### config.mk
export PLATFORM = sky130hd
export DESIGN_NAME = control_pipe
export DESIGN_NICKNAME = d
export VERILOG_FILES = /design/src/rtl/control_pipe.sv
export SDC_FILE = /design/constraint.sdc
export NUM_CORES = 1
export LEC_CHECK = 0
export BUFFER_PORTS_ARGS = -buffer_cell sky130_fd_sc_hd__buf_2
export CAP_MARGIN = 10
export CORE_ASPECT_RATIO = 1.1
export CORE_MARGIN = 3
export CORE_UTILIZATION = 51
export DETAILED_ROUTE_END_ITERATION = 7
export GPL_TIMING_DRIVEN = 1
export PLACE_DENSITY = 0.76
export SKIP_LAST_GASP = 1
export SLEW_MARGIN = 0
export SYNTH_ARGS = -nofsm -noshare
export SYNTH_HDL_FRONTEND = slang
export SYNTH_SLANG_ARGS = --single-unit
### constraint.sdc
create_clock -name clk -period 2.5 [get_ports clk]
set_input_delay 0.25 -clock clk [delete_from_list [all_inputs] [get_ports clk]]
set_output_delay 0.25 -clock clk [all_outputs]
set_load 0.05 [all_outputs]
### src/rtl/control_pipe.sv
// Decode-side control pipeline: carries the decoded control bundle through ID/EX, EX/MEM and
// MEM/WB, resolves PCSrcE in Execute, and counts retired instructions and bubbles.
module control_pipe #(
  parameter int unsigned CNT_W = 32,
  parameter int unsigned REG_W = 5
) (
  input  logic             clk,
  input  logic             rst,
  input  logic             ValidD,
  input  logic             RegWriteD,
  input  logic             ALUSrcD,
  input  logic             MemWriteD,
  input  logic             BranchD,
  input  logic             JumpD,
  input  logic [1:0]       ResultSrcD,
  input  logic [2:0]       ALUControlD,
  input  logic [REG_W-1:0] RdD,
  input  logic             StallE,
  input  logic             FlushE,
  input  logic             ZeroE,
  output logic             ValidE,
  output logic             RegWriteE,
  output logic             ALUSrcE,
  output logic             MemWriteE,
  output logic             BranchE,
  output logic             JumpE,
  output logic [1:0]       ResultSrcE,
  output logic [2:0]       ALUControlE,
  output logic [REG_W-1:0] RdE,
  output logic             PCSrcE,
  output logic             ValidM,
  output logic             RegWriteM,
  output logic             MemWriteM,
  output logic [1:0]       ResultSrcM,
  output logic [REG_W-1:0] RdM,
  output logic             ValidW,
  output logic             RegWriteW,
  output logic [1:0]       ResultSrcW,
  output logic [REG_W-1:0] RdW,
  output logic [CNT_W-1:0] InstRet,
  output logic [CNT_W-1:0] BubbleCnt
);

  typedef struct packed {
    logic             valid;
    logic             reg_write;
    logic             alu_src;
    logic             mem_write;
    logic             branch;
    logic             jump;
    logic [1:0]       result_src;
    logic [2:0]       alu_control;
    logic [REG_W-1:0] rd;
  } ex_t;

  typedef struct packed {
    logic             valid;
    logic             reg_write;
    logic             mem_write;
    logic [1:0]       result_src;
    logic [REG_W-1:0] rd;
  } mem_t;

  typedef struct packed {
    logic             valid;
    logic             reg_write;
    logic [1:0]       result_src;
    logic [REG_W-1:0] rd;
  } wb_t;

  ex_t              ex_d, ex_q;
  mem_t             mem_d, mem_q;
  wb_t              wb_d, wb_q;
  logic [CNT_W-1:0] instret_d, instret_q;
  logic [CNT_W-1:0] bubble_d, bubble_q;

  // ID/EX: flush beats stall beats load; an invalid D slot always enters as a clean bubble.
  always_comb begin
    ex_d = ex_q;
    if (FlushE) begin
      ex_d = '0;
    end else if (!StallE) begin
      if (ValidD) begin
        ex_d.valid       = 1'b1;
        ex_d.reg_write   = RegWriteD;
        ex_d.alu_src     = ALUSrcD;
        ex_d.mem_write   = MemWriteD;
        ex_d.branch      = BranchD;
        ex_d.jump        = JumpD;
        ex_d.result_src  = ResultSrcD;
        ex_d.alu_control = ALUControlD;
        ex_d.rd          = RdD;
      end else begin
        ex_d = '0;
      end
    end
  end

  // EX/MEM: a held E instruction has not advanced, so M receives a bubble behind it.
  always_comb begin
    mem_d = '0;
    if (!(StallE && !FlushE)) begin
      mem_d.valid      = ex_q.valid;
      mem_d.reg_write  = ex_q.reg_write;
      mem_d.mem_write  = ex_q.mem_write;
      mem_d.result_src = ex_q.result_src;
      mem_d.rd         = ex_q.rd;
    end
  end

  always_comb begin
    wb_d            = '0;
    wb_d.valid      = mem_q.valid;
    wb_d.reg_write  = mem_q.reg_write;
    wb_d.result_src = mem_q.result_src;
    wb_d.rd         = mem_q.rd;
  end

  always_comb begin
    instret_d = instret_q;
    bubble_d  = bubble_q;
    if (wb_q.valid) begin
      instret_d = instret_q + CNT_W'(1);
    end else begin
      bubble_d = bubble_q + CNT_W'(1);
    end
  end

  always_ff @(posedge clk) begin
    if (rst) begin
      ex_q      <= '0;
      mem_q     <= '0;
      wb_q      <= '0;
      instret_q <= '0;
      bubble_q  <= '0;
    end else begin
      ex_q      <= ex_d;
      mem_q     <= mem_d;
      wb_q      <= wb_d;
      instret_q <= instret_d;
      bubble_q  <= bubble_d;
    end
  end

  assign ValidE      = ex_q.valid;
  assign RegWriteE   = ex_q.reg_write;
  assign ALUSrcE     = ex_q.alu_src;
  assign MemWriteE   = ex_q.mem_write;
  assign BranchE     = ex_q.branch;
  assign JumpE       = ex_q.jump;
  assign ResultSrcE  = ex_q.result_src;
  assign ALUControlE = ex_q.alu_control;
  assign RdE         = ex_q.rd;
  assign PCSrcE      = ex_q.valid & ((ex_q.branch & ZeroE) | ex_q.jump);

  assign ValidM      = mem_q.valid;
  assign RegWriteM   = mem_q.reg_write;
  assign MemWriteM   = mem_q.mem_write;
  assign ResultSrcM  = mem_q.result_src;
  assign RdM         = mem_q.rd;

  assign ValidW      = wb_q.valid;
  assign RegWriteW   = wb_q.reg_write;
  assign ResultSrcW  = wb_q.result_src;
  assign RdW         = wb_q.rd;

  assign InstRet     = instret_q;
  assign BubbleCnt   = bubble_q;

endmodule

==> impl_metrics.tcl, run 1 <==
set metrics [dict create \
    cts.clk_slew.worst_paths_ns 0.09 \
    drv_cap 0 \
    antenna_found_initial 0 \
    cts-htree-levels 3 \
    pin_count 121 \
    initial_utilization_pct 53.6 \
    diodes 0 \
    synthCells 446 \
    fp.dieW_um 91.2 \
    synth_seq_area_share_pct 48.7 \
    cts_resized 0 \
    slowest_stage "or4_4" \
    grt_max_degree 49 \
    netlist.area_leader.share_pct 48.7 \
    hpwlAfterDp_um 6690 \
    wl_per_cell_um 14.3 \
    period_share_pct 87.2 \
    layout_common_cells "buf_2, dfxtp_1, nor2_1" \
    fin_ws_ns 0.320 \
    first_global_vias 3426 \
    place.gp.congestion 0.827 \
    synth_area_leaders "dfxtp_1, a21oi_1, o31ai_1" \
    crit_path_end_kind "flip-flop" \
    clk_path_buf_depth 2 \
    outcome "complete, no violations" \
    drtIter0Drc 195 \
    finalSetupViolCount 0 \
    tritoncts "done" \
    regArea_um2 1980 \
    critPathMaxStageDelay_ns 0.61 \
    yosys.area.top_type "dfxtp_1" \
    detail-route-antenna-nets 0 \
    drc_errors 0 \
    coreArea_um2 7600 \
    syn_nets 469 \
    fin_skew_ns 0.0113 \
    post-place-ws_ns 0.347 \
    grt_pass1_wl_um 15900 \
    vdd_ir_drop_max_uv 379 \
    slew_headroom_pct 27.2 \
    ys_ff_latch 99 \
    yosysWarnings 0 \
    worstMarginPinSlew_ns 1.09 \
    cts_num_sinks 99 \
    row_count 33 \
    clk_latency_ns 0.36 \
    ctsHoldBuffers 0 \
    dieArea_um2 9100 \
    slew_viol_final 0 \
    vias 3730 \
    cts-root-buf "clkbuf_8" \
    critPathLaunchType "flip-flop" \
    vias_per_cell 5.63 \
    drive_gt1_share_pct 26.3 \
    finalCriticalPeriod_ns 2.18 \
    multiInputGateArea_um2 1950 \
    crit_path_cell_trace "ha_1, nand4b_4, or4_4, or4_1, a21oi_1" \
    yosysUniqueCellTypes 37 \
    setup_tns_ns 0 \
    hp-class "in -> reg" \
    syn_area_per_cell_um2 9.13 \
    post-cts-setup-buffers 0 \
    fill_cells 698 \
    wirelength_um 9500 \
    crit_arrival_ns 2.47 \
    overflow 0 \
    io_buffers 120 \
    grt_setup_unrepaired "no" \
    worstSetupPathType "reg -> reg" \
    cp.required_ns 2.79 \
    grt_usage_pct 20.9 \
    crit_fanout 14 \
    nNetsFinal 578 \
    final_common_cell "buf_2" \
    power-per-cell-area_nw_per_um2 536 \
    die_h_um 99.7 \
    syn2layout_area_growth_pct 19.9 \
    fmax_mhz 459 \
    firstDrtPassIters 4 \
    syn-cell-area_um2 4070 \
    cts_buffers 9 \
    finalHoldViolCount 0 \
    p_leak_nw 2.00 \
]
==> path summary, 6_finish.rpt <==
kind / slack (ns) / cells past startpoint / to / startpoint
max: 0.32 / 5 / BubbleCnt[22]$_SDFFE_PP0N_ / BubbleCnt[0]$_SDFFE_PP0N_
min: 0.12 / 3 / RdE[0]$_SDFFE_PP0N_ / RdD[0]
max reg2reg: 0.32 / 5 / BubbleCnt[22]$_SDFFE_PP0N_ / BubbleCnt[0]$_SDFFE_PP0N_
min reg2reg: 0.47 / 1 / RdW[4]$_SDFF_PP0_ / RdM[4]$_SDFF_PP0_
==> critical path: cells and delay by family, from the launching register on <==
family                   cells  cell delay, ns
AO/OA/AOI/OAI                1            0.14
adder cells (fa/ha/maj)      1            0.24
flip-flops                   1            0.41
AND/OR/NAND/NOR              3            1.33
==> flip-flops by register name (all words and copies together) (netlist names), 2 cells and up <==
signal and flops:
BubbleCnt 32, InstRet 32, RdE 5, RdM 5, RdW 5, ALUControlE 3, ResultSrcE 2, ResultSrcM 2
ResultSrcW 2
==> cell families (layout without fill, tap and decap cells) <==
family / after synthesis / count (layout) / share of synthesized area (%)
adders and majority gates: 2 / 2 / 0.614
muxes: 3 / 3 / 0.768
and+or+nand+nor: 191 / 191 / 27.5
AOI/OAI and AO/OA: 93 / 93 / 14.0
buffers and inverters: 35 / 147 / 3.53
DFF: 99 / 99 / 48.7
xor gates and xnor gates: 23 / 23 / 4.95
==> cell type report <==
type                            count  area share [%]
Sequential cell                    99            40.6
Clock inverter                      4           0.589
Inverter                            8           0.615
Clock buffer                       10            2.61
Multi-Input combinational cell    312            39.9
Tap cell                          105            2.69
Timing Repair Buffer              125            13.1
==> routing by layer <==
metal / share of wire (%) / up-vias / GRT usage, %
met2: 47 / 97 / 34.1
met5: 0 / - / 0
met1: 45 / 1763 / 26.8
li1: - / 1860 / -
met4: 1.3 / 0 / 7.08
met3: 6.8 / 10 / 5.90
==> metrics by stage <==
stage / util (%) / cell area, µm² / std cells / hold slack, ns / power, mW
final: 64.3 / 4880 / 663 / 0.125 / 2.62
after CTS: 64.3 / 4880 / 663 / 0.112 / 2.64
after detailed placement: 62.2 / 4730 / 649 / 0.455 / 1.77
after global placement: 62.2 / 4730 / 649 / 0.438 / 1.77
after floorplan: - / 4070 / 446 / 0.394 / 1.73
after global routing: 64.3 / 4880 / 663 / 0.127 / 2.72
==> where the power goes <==
part / internal (mW) / leakage, nW / switching [mW]
Combinational: 0.0366 / 1.13 / 0.0977
Sequential: 1.59 / 0.799 / 0.0115
Clock: 0.354 / 0.0746 / 0.533
Total: 1.98 / 2.00 / 0.642
==> Yosys cell counts <==
cell type	n
o41ai_1	1
xor2_1	13
or4_4	1
ha_1	2
or4b_2	1
nor3_1	3
inv_1	8
o21ai_0	11
or3_2	2
a22oi_1	15
mux2_2	1
nand4b_4	1
and4_1	10
nor4_1	3
or4_1	25
or3_1	9
buf_1	2
mux2i_1	2
and4_2	1
nand4b_1	2
o31ai_1	25
nor2b_1	13
and2_1	12
buf_2	4
nand4_1	20
dfxtp_1	99
nand3_1	18
nand2_1	18
buf_6	1
and4b_1	1
nor2_1	42
xnor2_1	10
or2_2	2
or4b_1	1
and3_1	6
clkbuf_1	20
a21oi_1	41
No activity file was read; power rests on OpenSTA's default activity.
==> run 2: changes to the inputs <==
--- a/config.mk
+++ b/config.mk
@@ -8,7 +8,7 @@
 export BUFFER_PORTS_ARGS = -buffer_cell sky130_fd_sc_hd__buf_2
 export CAP_MARGIN = 10
 export CORE_ASPECT_RATIO = 1.1
-export CORE_MARGIN = 3
+export CORE_MARGIN = 2
 export CORE_UTILIZATION = 51
 export DETAILED_ROUTE_END_ITERATION = 7
 export GPL_TIMING_DRIVEN = 1
==> run 2 against run 1 <==
  * Critical path depth unchanged
  * Count of clock-buffer cells in the layout increased by 1
  * Combinational power is essentially flat
  * Clock power increased by 13%
  * First-iteration DRC count shrank 29%
  * Core utilization is 1.3 points lower
  * Non-clock buffer count rose by 1
  * Hold slack worse by 0.0083 ns
  * Clock skew grew 0.00069 ns
  * Maximum frequency down 1.1%
  * Total power up 4.3%
  * Final cell count increased by 0.90%
  * Critical path type unchanged
==> impl_metrics.tcl, run 2 (same netlist as run 1, synthesis figures left out) <==
set metrics [dict create \
    finalCriticalPeriod_ns 2.20 \
    drv_cap 0 \
    grt_max_degree 64 \
    whs_path_depth 3 \
    cts-root-buf "clkbuf_8" \
    io_buffers 120 \
    antenna_found_initial 0 \
    initial_utilization_pct 52.0 \
    cts.clk_slew.worst_paths_ns 0.10 \
    place.gp.congestion 0.829 \
    row_count 34 \
    pin_count 121 \
    critPathLaunchType "flip-flop" \
    syn2layout_area_growth_pct 21.2 \
    layout_common_cells "buf_2, dfxtp_1, nor2_1" \
    r2r_cells 5 \
    clk_path_buf_depth 2 \
    post-cts-setup-buffers 0 \
    vdd_ir_drop_max_uv 350 \
    cts-htree-levels 3 \
    finalSetupViolCount 0 \
    period_share_pct 88.2 \
    slew_headroom_pct 27.9 \
    slew_viol_final 0 \
    tritoncts "done" \
    crit_fanout 14 \
    fmax_mhz 454 \
    worstSetupPathType "reg -> reg" \
    die_h_um 97.7 \
    grt_usage_pct 21.5 \
    m1WireLength_um 3940 \
    fin_skew_ns 0.0120 \
    final_core_util_pct 63.0 \
    power-per-cell-area_nw_per_um2 554 \
    clk_latency_ns 0.35 \
    nNetsFinal 579 \
    overflow 0 \
    grt_setup_unrepaired "no" \
    cts_resized 0 \
    crit_path_end_kind "flip-flop" \
    vias_per_cell 5.60 \
    hold_ws_ns 0.116 \
    met2_length_um 4500 \
    highest_layer "met4" \
    ctsHoldBuffers 0 \
    p_leak_nw 2.03 \
    detail-route-antenna-nets 0 \
    finalHoldViolCount 0 \
    cp.required_ns 2.78 \
    setup_tns_ns 0 \
    drc_errors 0 \
    dieArea_um2 8720 \
    first_global_vias 3397 \
    fp.dieW_um 89.2 \
    drtIter0Drc 138 \
    vias 3746 \
    p_total_mw 2.73 \
    outcome "complete, no violations" \
    cts_buffers 9 \
    wl_per_cell_um 14.0 \
    diodes 0 \
    wirelength_um 9350 \
    worstMarginPinSlew_ns 1.08 \
    cts_num_sinks 99 \
    crit_arrival_ns 2.49 \
    final_common_cell "buf_2" \
    hpwlAfterDp_um 6710 \
    grt_pass1_wl_um 15300 \
    coreArea_um2 7830 \
    wl_met3_um 685 \
    hp-class "in -> reg" \
    firstDrtPassIters 4 \
    drive_gt1_share_pct 26.9 \
]
-- run 2: cell types whose count changed in the layout (fill, tap and decap cells not counted) --
cell / delta
clkbuf_1: -1
clkinv_4: +2
clkbuf_8: +2
buf_4: +1
clkinv_2: -1
clkinvlp_4: -2
inv_6: +2
-- run 2: worst paths after layout --
kind / start / endpoint / slack, ns
hold reg to reg: ResultSrcM[0]$_SDFF_PP0_ / ResultSrcW[0]$_SDFF_PP0_ / 0.46
setup / recovery: BubbleCnt[0]$_SDFFE_PP0N_ / BubbleCnt[22]$_SDFFE_PP0N_ / 0.30
setup reg to reg: BubbleCnt[0]$_SDFFE_PP0N_ / BubbleCnt[22]$_SDFFE_PP0N_ / 0.30
hold / removal: BranchD / BranchE$_SDFFE_PP0N_ / 0.12
-- run 2: layer usage --
metal | GRT usage [%] | vias to the layer above
met5 | 0 | -
met2 | 34.0 | 105
met4 | 8.61 | 0
met3 | 6.71 | 17
li1 | - | 1853
met1 | 27.1 | 1771
-- run 2: area by class of cell --
| type | instances | area (µm²) |
|---|---|---|
| Multi-Input combinational cell | 312 | 1950 |
| Inverter | 8 | 30.0 |
| Clock inverter | 5 | 43.8 |
| Clock buffer | 11 | 151 |
| Timing Repair Buffer | 126 | 646 |
| Sequential cell | 99 | 1980 |
| Fill cell | 720 | 2890 |
| Tap cell | 108 | 135 |
-- run 2: through the flow --
stage,area [µm²],cells,setup WS (ns)
2_1_floorplan,4070,446,0.0245
3_3_place_gp,4740,653,0.400
3_5_place_dp,4740,653,0.307
4_1_cts,4930,669,0.280
5_1_grt,4930,669,0.120
6_report,4930,669,0.296
-- run 2: power by group --
group	switching [mW]	leakage, nW	internal, mW
Clock	0.568	0.101	0.432
Combinational	0.0975	1.13	0.0364
Sequential	0.0115	0.799	1.59
-- run 2: critical path, cell delays in order (launching register included) --
cell	delay [ns]
dfxtp_1	0.42
ha_1	0.24
nand4b_4	0.20
or4_4	0.61
or4_1	0.53
a21oi_1	0.14
